`src/rtl/bsg_fifo_rr_sched_pkg.sv`:
```
// rtl/bsg_fifo_rr_sched_pkg.sv - shared types and width helpers for the round-robin FIFO write scheduler
`ifndef BSG_SAFE_CLOG2
`define BSG_SAFE_CLOG2(x) (((x) <= 1) ? 1 : $clog2(x))
`endif

// Tagged FIFO entry; a macro because a package cannot carry the per-instance widths.
`ifndef BSG_RR_SCHED_ENTRY_T
`define BSG_RR_SCHED_ENTRY_T(id_w, width) struct packed { logic [(id_w)-1:0] id; logic [(width)-1:0] data; }
`endif

package bsg_fifo_rr_sched_pkg;

  typedef enum logic [0:0] {
    e_idle  = 1'b0,
    e_burst = 1'b1
  } sched_state_e;

endpackage

```
`src/rtl/bsg_rr_pick.sv`:
```
// rtl/bsg_rr_pick.sv - first eligible requester at or after the round-robin pointer
module bsg_rr_pick #(
  parameter int num_req_p = 4,
  parameter int id_w      = `BSG_SAFE_CLOG2(num_req_p)
) (
  input  logic [num_req_p-1:0] eligible_i,
  input  logic [id_w-1:0]      ptr_i,
  output logic [num_req_p-1:0] grant_o,
  output logic [id_w-1:0]      id_o,
  output logic                 v_o
);

  logic [id_w-1:0] idx;

  always_comb begin
    idx     = '0;
    grant_o = '0;
    id_o    = '0;
    v_o     = 1'b0;
    for (int k = 0; k < num_req_p; k++) begin
      idx = id_w'((int'(ptr_i) + k) % num_req_p);
      if (!v_o && eligible_i[idx]) begin
        v_o  = 1'b1;
        id_o = idx;
      end
    end
    grant_o[id_o] = v_o;
  end

endmodule

```
`src/rtl/bsg_fifo_1r1w_small_rr_sched.sv`:
```
// rtl/bsg_fifo_1r1w_small_rr_sched.sv - round-robin, quota-limited, burst-bounded write scheduler in front of one FIFO
module bsg_fifo_1r1w_small_rr_sched
  import bsg_fifo_rr_sched_pkg::*;
#(
  parameter int num_req_p   = 4,
  parameter int width_p     = 16,
  parameter int els_p       = 4,
  parameter int max_burst_p = 2,
  parameter int quota_p     = 2,
  localparam int id_w       = `BSG_SAFE_CLOG2(num_req_p),
  localparam int occ_w      = $clog2(quota_p + 1)
) (
  input  logic                         clk_i,
  input  logic                         reset_n_i,
  input  logic [num_req_p-1:0]         req_v_i,
  input  logic [num_req_p*width_p-1:0] req_data_i,
  output logic [num_req_p-1:0]         req_ready_o,
  output logic                         fifo_v_o,
  output logic [id_w+width_p-1:0]      fifo_data_o,
  input  logic                         fifo_ready_param_i,
  input  logic                         fifo_deq_i,
  input  logic [id_w-1:0]              fifo_deq_id_i,
  output logic [id_w-1:0]              grant_id_o,
  output logic                         busy_o
);

  localparam int beats_w = $clog2(max_burst_p + 1);
  localparam logic [occ_w-1:0]   quota_lp     = occ_w'(quota_p);
  localparam logic [beats_w-1:0] max_burst_lp = beats_w'(max_burst_p);
  localparam logic [id_w-1:0]    last_id_lp   = id_w'(num_req_p - 1);

  typedef `BSG_RR_SCHED_ENTRY_T(id_w, width_p) entry_t;

  sched_state_e         state_q, state_d;
  logic [id_w-1:0]      ptr_q, ptr_d, owner_q, owner_d;
  logic [beats_w-1:0]   beats_q, beats_d;
  logic [occ_w-1:0]     occ_q [num_req_p];
  logic [occ_w-1:0]     occ_d [num_req_p];

  logic [num_req_p-1:0] eligible, pick_grant, owner_oh, win_oh;
  logic [id_w-1:0]      pick_id, win_id;
  logic                 pick_v, win_v, enq;
  entry_t               entry;

  function automatic logic [id_w-1:0] next_id(input logic [id_w-1:0] id);
    return (id == last_id_lp) ? '0 : id + 1'b1;
  endfunction

  always_comb begin
    eligible = '0;
    for (int i = 0; i < num_req_p; i++) begin
      eligible[i] = req_v_i[i] && (occ_q[i] < quota_lp);
    end
  end

  bsg_rr_pick #(.num_req_p(num_req_p), .id_w(id_w)) pick (
    .eligible_i (eligible),
    .ptr_i      (ptr_q),
    .grant_o    (pick_grant),
    .id_o       (pick_id),
    .v_o        (pick_v)
  );

  // During a burst the owner is the only candidate; the picker is ignored.
  always_comb begin
    owner_oh          = '0;
    owner_oh[owner_q] = 1'b1;
    if (state_q == e_burst) begin
      win_v  = eligible[owner_q];
      win_id = owner_q;
      win_oh = owner_oh & eligible;
    end else begin
      win_v  = pick_v;
      win_id = pick_id;
      win_oh = pick_grant;
    end
    enq = reset_n_i && fifo_ready_param_i && win_v;
  end

  always_comb begin
    state_d = state_q;
    ptr_d   = ptr_q;
    owner_d = owner_q;
    beats_d = beats_q;
    case (state_q)
      e_idle: begin
        if (enq) begin
          if (max_burst_p == 1) begin
            ptr_d = next_id(win_id);
          end else begin
            owner_d = win_id;
            beats_d = beats_w'(1);
            state_d = e_burst;
          end
        end
      end
      e_burst: begin
        // A ready FIFO with an idle owner ends the burst without granting anyone this cycle.
        if (fifo_ready_param_i) begin
          if (win_v && (beats_q + 1'b1 != max_burst_lp)) begin
            beats_d = beats_q + 1'b1;
          end else begin
            beats_d = '0;
            ptr_d   = next_id(owner_q);
            state_d = e_idle;
          end
        end
      end
      default: state_d = e_idle;
    endcase
  end

  always_comb begin
    for (int i = 0; i < num_req_p; i++) begin
      occ_d[i] = occ_q[i];
      if (req_ready_o[i] && !(fifo_deq_i && fifo_deq_id_i == id_w'(i))) begin
        occ_d[i] = occ_q[i] + 1'b1;
      end else if (!req_ready_o[i] && fifo_deq_i && fifo_deq_id_i == id_w'(i)) begin
        occ_d[i] = occ_q[i] - 1'b1;
      end
    end
  end

  always_ff @(posedge clk_i or negedge reset_n_i) begin
    if (!reset_n_i) begin
      state_q <= e_idle;
      ptr_q   <= '0;
      owner_q <= '0;
      beats_q <= '0;
      for (int i = 0; i < num_req_p; i++) occ_q[i] <= '0;
    end else begin
      state_q <= state_d;
      ptr_q   <= ptr_d;
      owner_q <= owner_d;
      beats_q <= beats_d;
      occ_q   <= occ_d;
    end
  end

  always_comb begin
    entry.id    = enq ? win_id : '0;
    entry.data  = enq ? req_data_i[int'(win_id)*width_p +: width_p] : '0;
    fifo_data_o = entry;
    fifo_v_o    = enq;
    req_ready_o = enq ? win_oh : '0;
    grant_id_o  = entry.id;
    busy_o      = (state_q == e_burst);
  end

`ifndef SYNTHESIS
  int occ_sum;
  always_comb begin
    occ_sum = 0;
    for (int i = 0; i < num_req_p; i++) occ_sum = occ_sum + int'(occ_q[i]);
  end

  a_deq_occ: assert property (@(posedge clk_i) disable iff (!reset_n_i)
    fifo_deq_i |-> (occ_q[fifo_deq_id_i] != '0));
  a_occ_sum: assert property (@(posedge clk_i) disable iff (!reset_n_i) occ_sum <= els_p);
  a_ready_oh: assert property (@(posedge clk_i) disable iff (!reset_n_i) $onehot0(req_ready_o));
  a_v_ready: assert property (@(posedge clk_i) disable iff (!reset_n_i)
    fifo_v_o |-> fifo_ready_param_i);
`endif

endmodule

```
`config.mk`:
```
export PLATFORM = sky130hd
export DESIGN_NAME = bsg_fifo_1r1w_small_rr_sched
export DESIGN_NICKNAME = d
export VERILOG_FILES = /design/src/rtl/bsg_fifo_rr_sched_pkg.sv /design/src/rtl/bsg_rr_pick.sv /design/src/rtl/bsg_fifo_1r1w_small_rr_sched.sv
export SDC_FILE = /design/constraint.sdc
export NUM_CORES = 1
export LEC_CHECK = 0
export ABC_AREA = 1
export BUFFER_PORTS_ARGS = -buffer_cell sky130_fd_sc_hd__buf_2
export CAP_MARGIN = 10
export CORE_MARGIN = 2
export CORE_UTILIZATION = 43
export CTS_CLUSTER_DIAMETER = 50
export DETAILED_ROUTE_END_ITERATION = 10
export MAX_ROUTING_LAYER = met4
export PLACE_DENSITY = 0.87
export SETUP_SLACK_MARGIN = 0.02
export SLEW_MARGIN = 20
export SYNTH_ARGS = -nofsm -noshare
export SYNTH_HDL_FRONTEND = slang
export SYNTH_HIERARCHICAL = 1
export SYNTH_SLANG_ARGS = --single-unit
```
`constraint.sdc`:
```
create_clock -name clk_i -period 2.2 [get_ports clk_i]
set_input_delay 0.22 -clock clk_i [delete_from_list [all_inputs] [get_ports clk_i]]
set_output_delay 0.22 -clock clk_i [all_outputs]
set_load 0.02 [all_outputs]
```
### Word level (Yosys, flattened, before mapping)

Cells that the tools add are included.

* flip-flop bits (word level): 15
* input port bits: 74
* output and inout bits: 26
* word-level logic and storage cells: 137

* add/subtract/negate cells: 13
* magnitude comparators: 12
* equality and inequality tests: 7
* shifts and indexed selects: 1
* mux-type cells: 45
* bitwise gates (word level): 4
* reduce and logical (&&, ||, !) cells: 47

Operators by type and width (count)
* 64-bit by 7-bit variable part select with 16-bit output: 1
* 2-bit 2-to-1 mux: 18
* 1-bit logical AND: 28
* 2-bit by 3-bit less-than comparator with 1-bit output (second input constant): 6
* 16-bit 2-to-1 mux: 1
* 1-bit 2-to-1 mux: 15
* 2-bit by 1-bit adder with 2-bit output (second input constant): 7
* 1-bit zero test: 11
* 1-bit binary-select mux with 2-bit select: 5
* 4-bit bitwise AND: 2
* 2-bit less-than comparator (second input constant): 4
* 4-bit 2-to-1 mux: 2
* 2-bit nonzero test: 4
* 2-bit by 1-bit subtractor with 2-bit output (second input constant): 4
* 2-bit == test (second input constant): 3
* 2-bit inequality test (second input constant): 3
* 2-bit adder (second input constant): 2
* 1-bit demux with 2-bit select: 2
* 2-bit by 1-bit greater-or-equal comparator with 1-bit output (second input constant): 2
* 2-bit one-hot mux with 2 select lines: 1
* 2-bit AND reduction: 2
* 3-bit AND reduction: 1
* 2-bit by 1-bit == test with 1-bit output (second input constant): 1
* 2-bit zero test: 1
* other kinds (2): 3

### Longest topological paths before layout

Gate-level depths: netlist of run 1.

* word-level depth: 26
* mapped depth: 22
* gate-level depth less buffers: 22

### Modules after synthesis

Netlist of run 1, hierarchy kept.

By module, submodules not included
* bsg_fifo_1r1w_small_rr_sched: times used 1, cells each 283, area an instance 1681.6 µm², sequential area each 375.4 µm²
* bsg_rr_pick: times used 1, cells each 74, area an instance 392.9 µm², sequential area each 0.0 µm²

### Least setup slack after synthesis of run 1

OpenSTA, ideal clock, no wires.

* kind: reg2out
* from: register ptr_q[0]
* to: output fifo_data_o[12]
* arrival: 2.238 ns
* required time: 1.980 ns
* path slack: -0.258 ns
* stages on the path, launching flop included: 17
* path through: dfrtp_1 -> buf_6 -> inv_8 -> nand2_1 -> nand2_4 -> nor2_2 -> nor2_1 -> nand3_2 -> nand3_2 -> inv_1 -> o21a_2 -> inv_2 -> buf_2 -> nor2_1 -> nor2_1 -> o21ai_0 -> a21oi_1

* longest elaborated chain between the ends: 15
* elaborated cells between the ends (all ways): 30
* those cells by class: add/sub: 3; shift: 1; mux: 19; reduce/logical: 7

Ends and longest elaborated chain
* from (decl): RTL line bsg_fifo_1r1w_small_rr_sched.sv:35 `logic [id_w-1:0] ptr_q, ptr_d, owner_q, owner_d;`
* from (signal assigned): RTL line bsg_fifo_1r1w_small_rr_sched.sv:133 `ptr_q <= ptr_d;`
* parallel branches: the longest is 11 deep, another holds 2-bit by 1-bit adder with 2-bit output
* 1-bit 2-to-1 mux (*): RTL line bsg_rr_pick.sv:22 `if (!v_o && eligible_i[idx]) begin`
* named net pick_v: RTL line bsg_fifo_1r1w_small_rr_sched.sv:42 `logic pick_v, win_v, enq;`
* 1-bit 2-to-1 mux (*): RTL line bsg_fifo_1r1w_small_rr_sched.sv:68 `if (state_q == e_burst) begin`
* 1-bit logical AND (*): RTL line bsg_fifo_1r1w_small_rr_sched.sv:77 `enq = reset_n_i && fifo_ready_param_i && win_v;`
* 16-bit 2-to-1 mux (*): RTL line bsg_fifo_1r1w_small_rr_sched.sv:142 `entry.data = enq ? req_data_i[int'(win_id)*width_p +: width_p] : '0;`
* to (decl): RTL line bsg_fifo_1r1w_small_rr_sched.sv:19 `output logic [id_w+width_p-1:0] fifo_data_o,`

Mark *: on every way through the listed nets, which the timed path passes. The select of a mux whose other input is x is not followed.

### Worst setup path in the final report of run 1

* from: register ptr_q[0]
* to: output fifo_data_o[5]

Same word-level chain as after synthesis.

==> results of run 1 <==
per-layer routing:
metal | routed length, um | GRT usage, % | share of wire (%)
met1 | 3910 | 32.9 | 33
met2 | 5520 | 54.3 | 47
met3 | 1420 | 5.49 | 12
met4 | 841 | 10.5 | 7.2
met5 | 0 | - | 0
cell type report:
| cell class | instances | area [um^2] | area share (%) |
|---|---|---|---|
| clock buffers | 3 | 41.3 | 1.07 |
| clock inverters | 1 | 5.00 | 0.129 |
| inverters | 48 | 225 | 5.83 |
| multi-input cells | 282 | 1840 | 47.6 |
| flip-flops and latches | 15 | 377 | 9.74 |
| well taps | 54 | 67.6 | 1.75 |
| repair buffers | 169 | 1250 | 32.3 |
| repair inverters | 6 | 60.1 | 1.55 |
through the flow:
step                hold slack [ps]  worst slack, ps  setup TNS, ps
finish                          373             -760         -19660
global route                    377             -844         -20710
CTS                             284             -467         -10490
detailed placement              216             -310          -5350
global placement                217             -251          -3860
floorplan                     -75.6            -59.0           -911
sequential cells by signal, indices dropped and copies added, names as in the netlist:
| name | count |
|---|---|
| beats_q | 2 |
| busy_o | 1 |
| occ_q | 8 |
| owner_q | 2 |
| ptr_q | 2 |
worst max path at each step:
stage	slack (ps)	from	to
after detailed placement	-310	ptr_q[0]	fifo_data_o[0]
after floorplan	-60	ptr_q[0]	fifo_data_o[10]
after global routing	-840	ptr_q[0]	fifo_data_o[10]
after CTS	-470	ptr_q[0]	fifo_data_o[1]
final	-760	ptr_q[0]	fifo_data_o[5]
after global placement	-250	occ_q[3]	fifo_data_o[0]
cells in the final DEF (no fill, tap or decap), types with 7 or more instances in the layout:
cell	synthesis	routed
nand4_1	9	9
nor2_1	55	41
nand3_1	21	18
nor2_2	1	12
a21oi_2	0	15
buf_2	2	74
o21ai_1	9	14
inv_1	39	24
o21ai_0	36	7
o21ai_2	0	22
buf_6	5	21
buf_4	3	66
nand2_4	5	16
nand2_2	8	25
inv_2	6	17
nand2_1	90	62
dfrtp_1	15	14
critical path, cell delays in order, from the launching register on:
cell and delay, ps:
dfrtp_1 430, buf_12 180, inv_6 40, nand2_1 60
nand2_1 70, nand2_2 90, nand2_4 70, nor2_4 170
nand3_4 110, nand3_2 130, inv_2 70, o21a_4 280
buf_16 160, buf_4 130, o21ai_1 220, a21oi_2 110
buf_6 140
synth_stat cells:
cell / number
a21oi_1: 15
buf_2: 2
buf_4: 3
buf_6: 5
clkbuf_1: 2
clkbuf_2: 1
clkinv_1: 1
dfrtp_1: 15
ha_1: 5
inv_1: 39
inv_2: 6
inv_8: 2
nand2_1: 90
nand2_2: 8
nand2_4: 5
nand3_1: 21
nand3_2: 6
nand4_1: 9
nor2_1: 55
nor2_2: 1
nor2_4: 2
nor3_1: 4
o21a_1: 1
o21a_2: 1
o21ai_0: 36
o21ai_1: 9
o21ai_4: 1
o21bai_1: 9
o22ai_1: 1
or2_2: 2
cell families after synthesis:
logic type / after synthesis
AND/OR/NAND/NOR: 203
AO/OA/AOI/OAI: 73
buffers and inverters: 61
flip-flops: 15
adder cells (fa/ha/maj): 5
what timing repair did:
item / 4_1_cts / 5_1_grt
endpoints found under the hold margin: 15 / 0
hold buffers: 1 / 0
gates resized for setup: 84 / 74
gates cloned: 4 / 4
endpoints found under the setup margin: 32 / 36
buffers inserted: 16 / 14
pin swaps: 32 / 33
==> run_results.csv, run 1 <==
group,metric,value,unit
outcome,status,"finished, violations left",
outcome,violations,"setup timing",
route,detail-route-antenna-nets,0,
sta,worstMarginPinSlew,611,ps
clocking,numClockSinks,15,
route,routed_via_density,6.28,
floorplanning,start_util,44.2,%
floorplanning,core-area,4690,um^2
finish,stdcell_area,3870,um^2
clocking,clk_pin_slew_worst_paths,70,ps
synthesis,muxShareOfSynthArea,0,%
setup_path,crit_arrival,2740,ps
sta,setup_violations,37,
sta,fin_ws,-760,ps
synthesis,synth_fa_ha_area_share,3.02,%
route,dr_total_vias,3627,
sta,fmax,338,MHz
place,gp_congestion,0.872,
global_route,grt_start_max_net_pins,18,
synthesis,yosysTopAreaCellShare,18.1,%
setup_path,endpoint_kind,"primary output",
synthesis,ys_seq_elements,15,
floorplanning,io_pins,100,
place,dp.cells,536,
global_route,grt_pass1_wl,12.7,mm
setup_path,r2r_slack,-610,ps
synthesis,synth_compound_area_share,19.6,%
sta,skew,6.89,ps
synthesis,syn_inst,357,
hold_path,min_to,"busy_o",
floorplanning,dieHeight,73.5,um
sta,slew_viol_final,0,
setup_path,worstSetupPathType,"reg -> out",
global_route,grt.total_usage,30.1,%
sta,fin_crit,2960,ps
synthesis,synth-xor-area-share,0,%
finish,fill_cells,203,
global_route,antenna_found_initial,0,
sta,report.final.hold_viol_count,0,
floorplanning,dieArea,5400,um^2
synthesis,synth_top_area_cell,"dfrtp_1",
clocking,cts-root-buf,"clkbuf_8",
sta,relSlewSlack,59.3,%
finish,fin_cells,578,
clocking,cts_tree,"done",
synthesis,yosys_warnings,6,
route,detail_route.iter0.violations,579,
hold_path,hold_class,"in -> reg",
hold_path,min-delay-start,"fifo_ready_param_i",
clocking,h-tree-depth,1,
clocking,cts.path.max_buffers,2,
synthesis,syn-num-nets,436,
setup_path,path_max_fanout,8,
synthesis,avgSynthCellArea,5.81,um^2
synthesis,synth_top_family_by_area,"simple AND/OR/NAND/NOR gates",
synthesis,ys_seq_area_share,18.1,%
route,wirelength,11.7,mm
floorplanning,die_w,73.5,um
setup_path,reg2reg_to,"occ_q[5]",
route,wl_per_cell,20.2,um
finish,area_delta_synth_final,86.4,%
finish,diodes,0,
sta,rsz0062_at_grt,"yes",
hold_path,hold_depth,4,
synthesis,yosysUniqueCellTypes,30,
synthesis,netlist_area,2070,um^2
finish,final_util,82.4,%
synthesis,yosys-top-cells-area,"dfrtp_1 (18%), nand2_1 (16%), nor2_1 (10%)",
setup_path,startpoint_type,"flop",
place,dp_hpwl,5.13,mm
setup_path,critical_path_required,1980,ps
setup_path,reg2reg_depth,25,
clocking,insertion_delay,260,ps
global_route,grt_pass1_vias,2985,
synthesis,yosys.area_share.simple,45.0,%
place,io_buffers,99,
floorplanning,row_count,25,
place,place_area,2980,um^2
sta,finalCritPeriodShare,135,%
global_route,grt_overflow,0,
clocking,cts_made_buffers,3,
route,route.detailed.drc,0,
route,first_pass_iters,7,
finish,fin_nets,604,
run,max_cap_violations,0,
setup_path,reg2reg_from,"occ_q[1]",
finish,final_layout_size_suffix_gt1_share,60.7,%
Power of run 1 is not shown: default switching activity piles up to over one toggle a cycle in this logic, so the estimate is an artifact.
==> run 2: changes to the inputs <==
- PLACE_DENSITY: 0.87 -> 0.78
==> run 2 against run 1 <==
  * The run still ends with setup timing left
  * Hold slack worse by 61 ps
  * Cell count down 3.5%
  * Routed wire length fell by 32%
  * Sequential share of layout area rose by 1.1 points
  * First-iteration DRC count shrank 63%
  * Cell area is 10% lower
  * Global-route usage is 1.5 points lower
  * Register-to-register slack better by 450 ps
  * Critical endpoint is now fifo_data_o[6]
  * Highest routed layer unchanged
==> run_results.csv, run 2 (synthesis results as in run 1) <==
group,metric,value,unit
floorplanning,io_pins,100,
place,io_buffers,99,
floorplanning,core-area,4690,um^2
finish,area_delta_synth_final,67.8,%
clocking,cts_tree,"done",
floorplanning,dieArea,5400,um^2
setup_path,path_max_fanout,8,
route,detail_route.iter0.violations,217,
global_route,grt_pass1_vias,2813,
clocking,insertion_delay,260,ps
sta,rsz0062_at_grt,"yes",
pwr,peakVddDrop,2.30,mV
global_route,antenna_found_initial,0,
route,routed_via_density,5.32,
route,route.detailed.drc,0,
setup_path,endpoint_kind,"primary output",
finish,regMostFlops,"occ_q",
sta,finalCritPeriodShare,128,%
place,gp_congestion,0.867,
place,dp_hpwl,5.24,mm
place,dp.cells,530,
clocking,cts_made_buffers,3,
finish,largest_reg_flops,8,
sta,fin_hold_ws,312,ps
clocking,numClockSinks,15,
finish,fin_cells,558,
pwr,power.density,2120,nW/um^2
setup_path,crit_arrival,2610,ps
pwr,leakagePower,1.87,nW
clocking,cts.path.max_buffers,2,
route,wirelength,7.94,mm
setup_path,worstSetupPathType,"reg -> out",
route,dr_total_vias,2969,
sta,slew_viol_final,0,
global_route,grt_pass1_wl,12.1,mm
run,max_cap_violations,0,
pwr,power,7.40,mW
hold_path,hold_class,"in -> reg",
place,place_area,2950,um^2
setup_path,startpoint_type,"flop",
floorplanning,dieHeight,73.5,um
outcome,violations,"setup timing",
floorplanning,row_count,25,
finish,fin_nets,584,
outcome,status,"finished, violations left",
finish,layout_common_cells,"buf_2 (74), nand2_1 (72), buf_4 (56)",
finish,final_common_cell,"buf_2",
clocking,cts-root-buf,"clkbuf_8",
route,first_pass_iters,5,
global_route,grt_overflow,0,
sta,setup_violations,33,
finish,final_layout_size_suffix_gt1_share,51.8,%
route,wl_per_cell,14.2,um
route,detail-route-antenna-nets,0,
clocking,clk_pin_slew_worst_paths,60,ps
global_route,grt_start_max_net_pins,26,
finish,diodes,0,
sta,report.final.hold_viol_count,0,
floorplanning,start_util,44.2,%
sta,worstMarginPinSlew,522,ps
sta,fin_ws,-627,ps
finish,stdcell_area,3480,um^2
sta,fin_crit,2830,ps
sta,skew,7.11,ps
sta,relSlewSlack,64.9,%
clocking,h-tree-depth,1,
floorplanning,die_w,73.5,um
setup_path,critical_path_required,1980,ps
sta,fmax,354,MHz
global_route,grt.total_usage,28.6,%
## run 2: cell types whose count changed in the layout (fill, tap and decap cells not counted), sizes merged
| cell | delta |
|---|---|
| buf | -17 |
| o21a | -1 |
| bufbuf | +1 |
| inv | -1 |
| clkbuf | +1 |
| clkinv | -3 |
## run 2: metrics by stage
step / TNS (ps) / util (%) / setup WS, ps
global placement: -3470 / 62.8 / -245
global route: -16170 / 74.2 / -707
floorplan: -911 / - / -59.0
finish: -12940 / 74.2 / -627
CTS: -9540 / 70.6 / -460
detailed placement: -4260 / 62.8 / -267
## run 2: power breakdown
group	internal (mW)	switching [mW]
Combinational	2.99	3.61
Sequential	0.415	0.149
Clock	0.129	0.109
## run 2: area by class of cell
class / instances / area (um^2)
Clock buffer: 4 / 45.0
Fill cell: 326 / 1210
Inverter: 48 / 213
Multi-Input combinational cell: 281 / 1640
Sequential cell: 15 / 377
Tap cell: 54 / 67.6
Timing Repair Buffer: 153 / 1110
Timing Repair inverter: 3 / 26.3
## run 2: routing by layer
metal	vias to the layer above	GRT usage (%)	share of wire (%)
met4	0	11.1	3.1
met2	153	48.4	51
met1	1352	34.0	39
met3	25	4.39	5.9
li1	1439	-	-
met5	-	-	0
## run 2: worst paths after layout
path	slack, ps	endpoint	cells after the start	from
hold / removal	310	busy_o	4	fifo_ready_param_i
setup reg to reg	-160	occ_q[3]	20	ptr_q[0]
max in group asynchronous	1500	ptr_q[1]	3	reset_n_i
min in group asynchronous	500	occ_q[6]	3	reset_n_i
setup / recovery	-630	fifo_data_o[6]	21	occ_q[1]
hold reg to reg	490	occ_q[7]	2	occ_q[7]
## run 2: what timing repair did
item                                    CTS  global route
hold buffers                              1             0
resized for setup                        64            28
pin swaps                                 8            29
endpoints found under the hold margin    15             0
gates cloned                              3             1
endpoints found under the setup margin   33            35
buffers inserted                         10             9
## run 2: worst max-delay path, cell delays in order, from the launching register on
cell,delay (ps)
dfrtp_1,390
inv_2,70
nand2_2,60
inv_2,70
inv_2,50
nand2_2,80
nand2_2,70
o21ai_2,190
nand2_1,90
nand2_1,80
nand2_2,70
nand3_2,80
inv_2,40
o21a_4,220
inv_6,90
buf_12,120
buf_8,120
nor2_1,40
nor2_1,70
o21ai_1,80
a21oi_2,130
buf_4,150
Power figures use the tool's default switching activity.
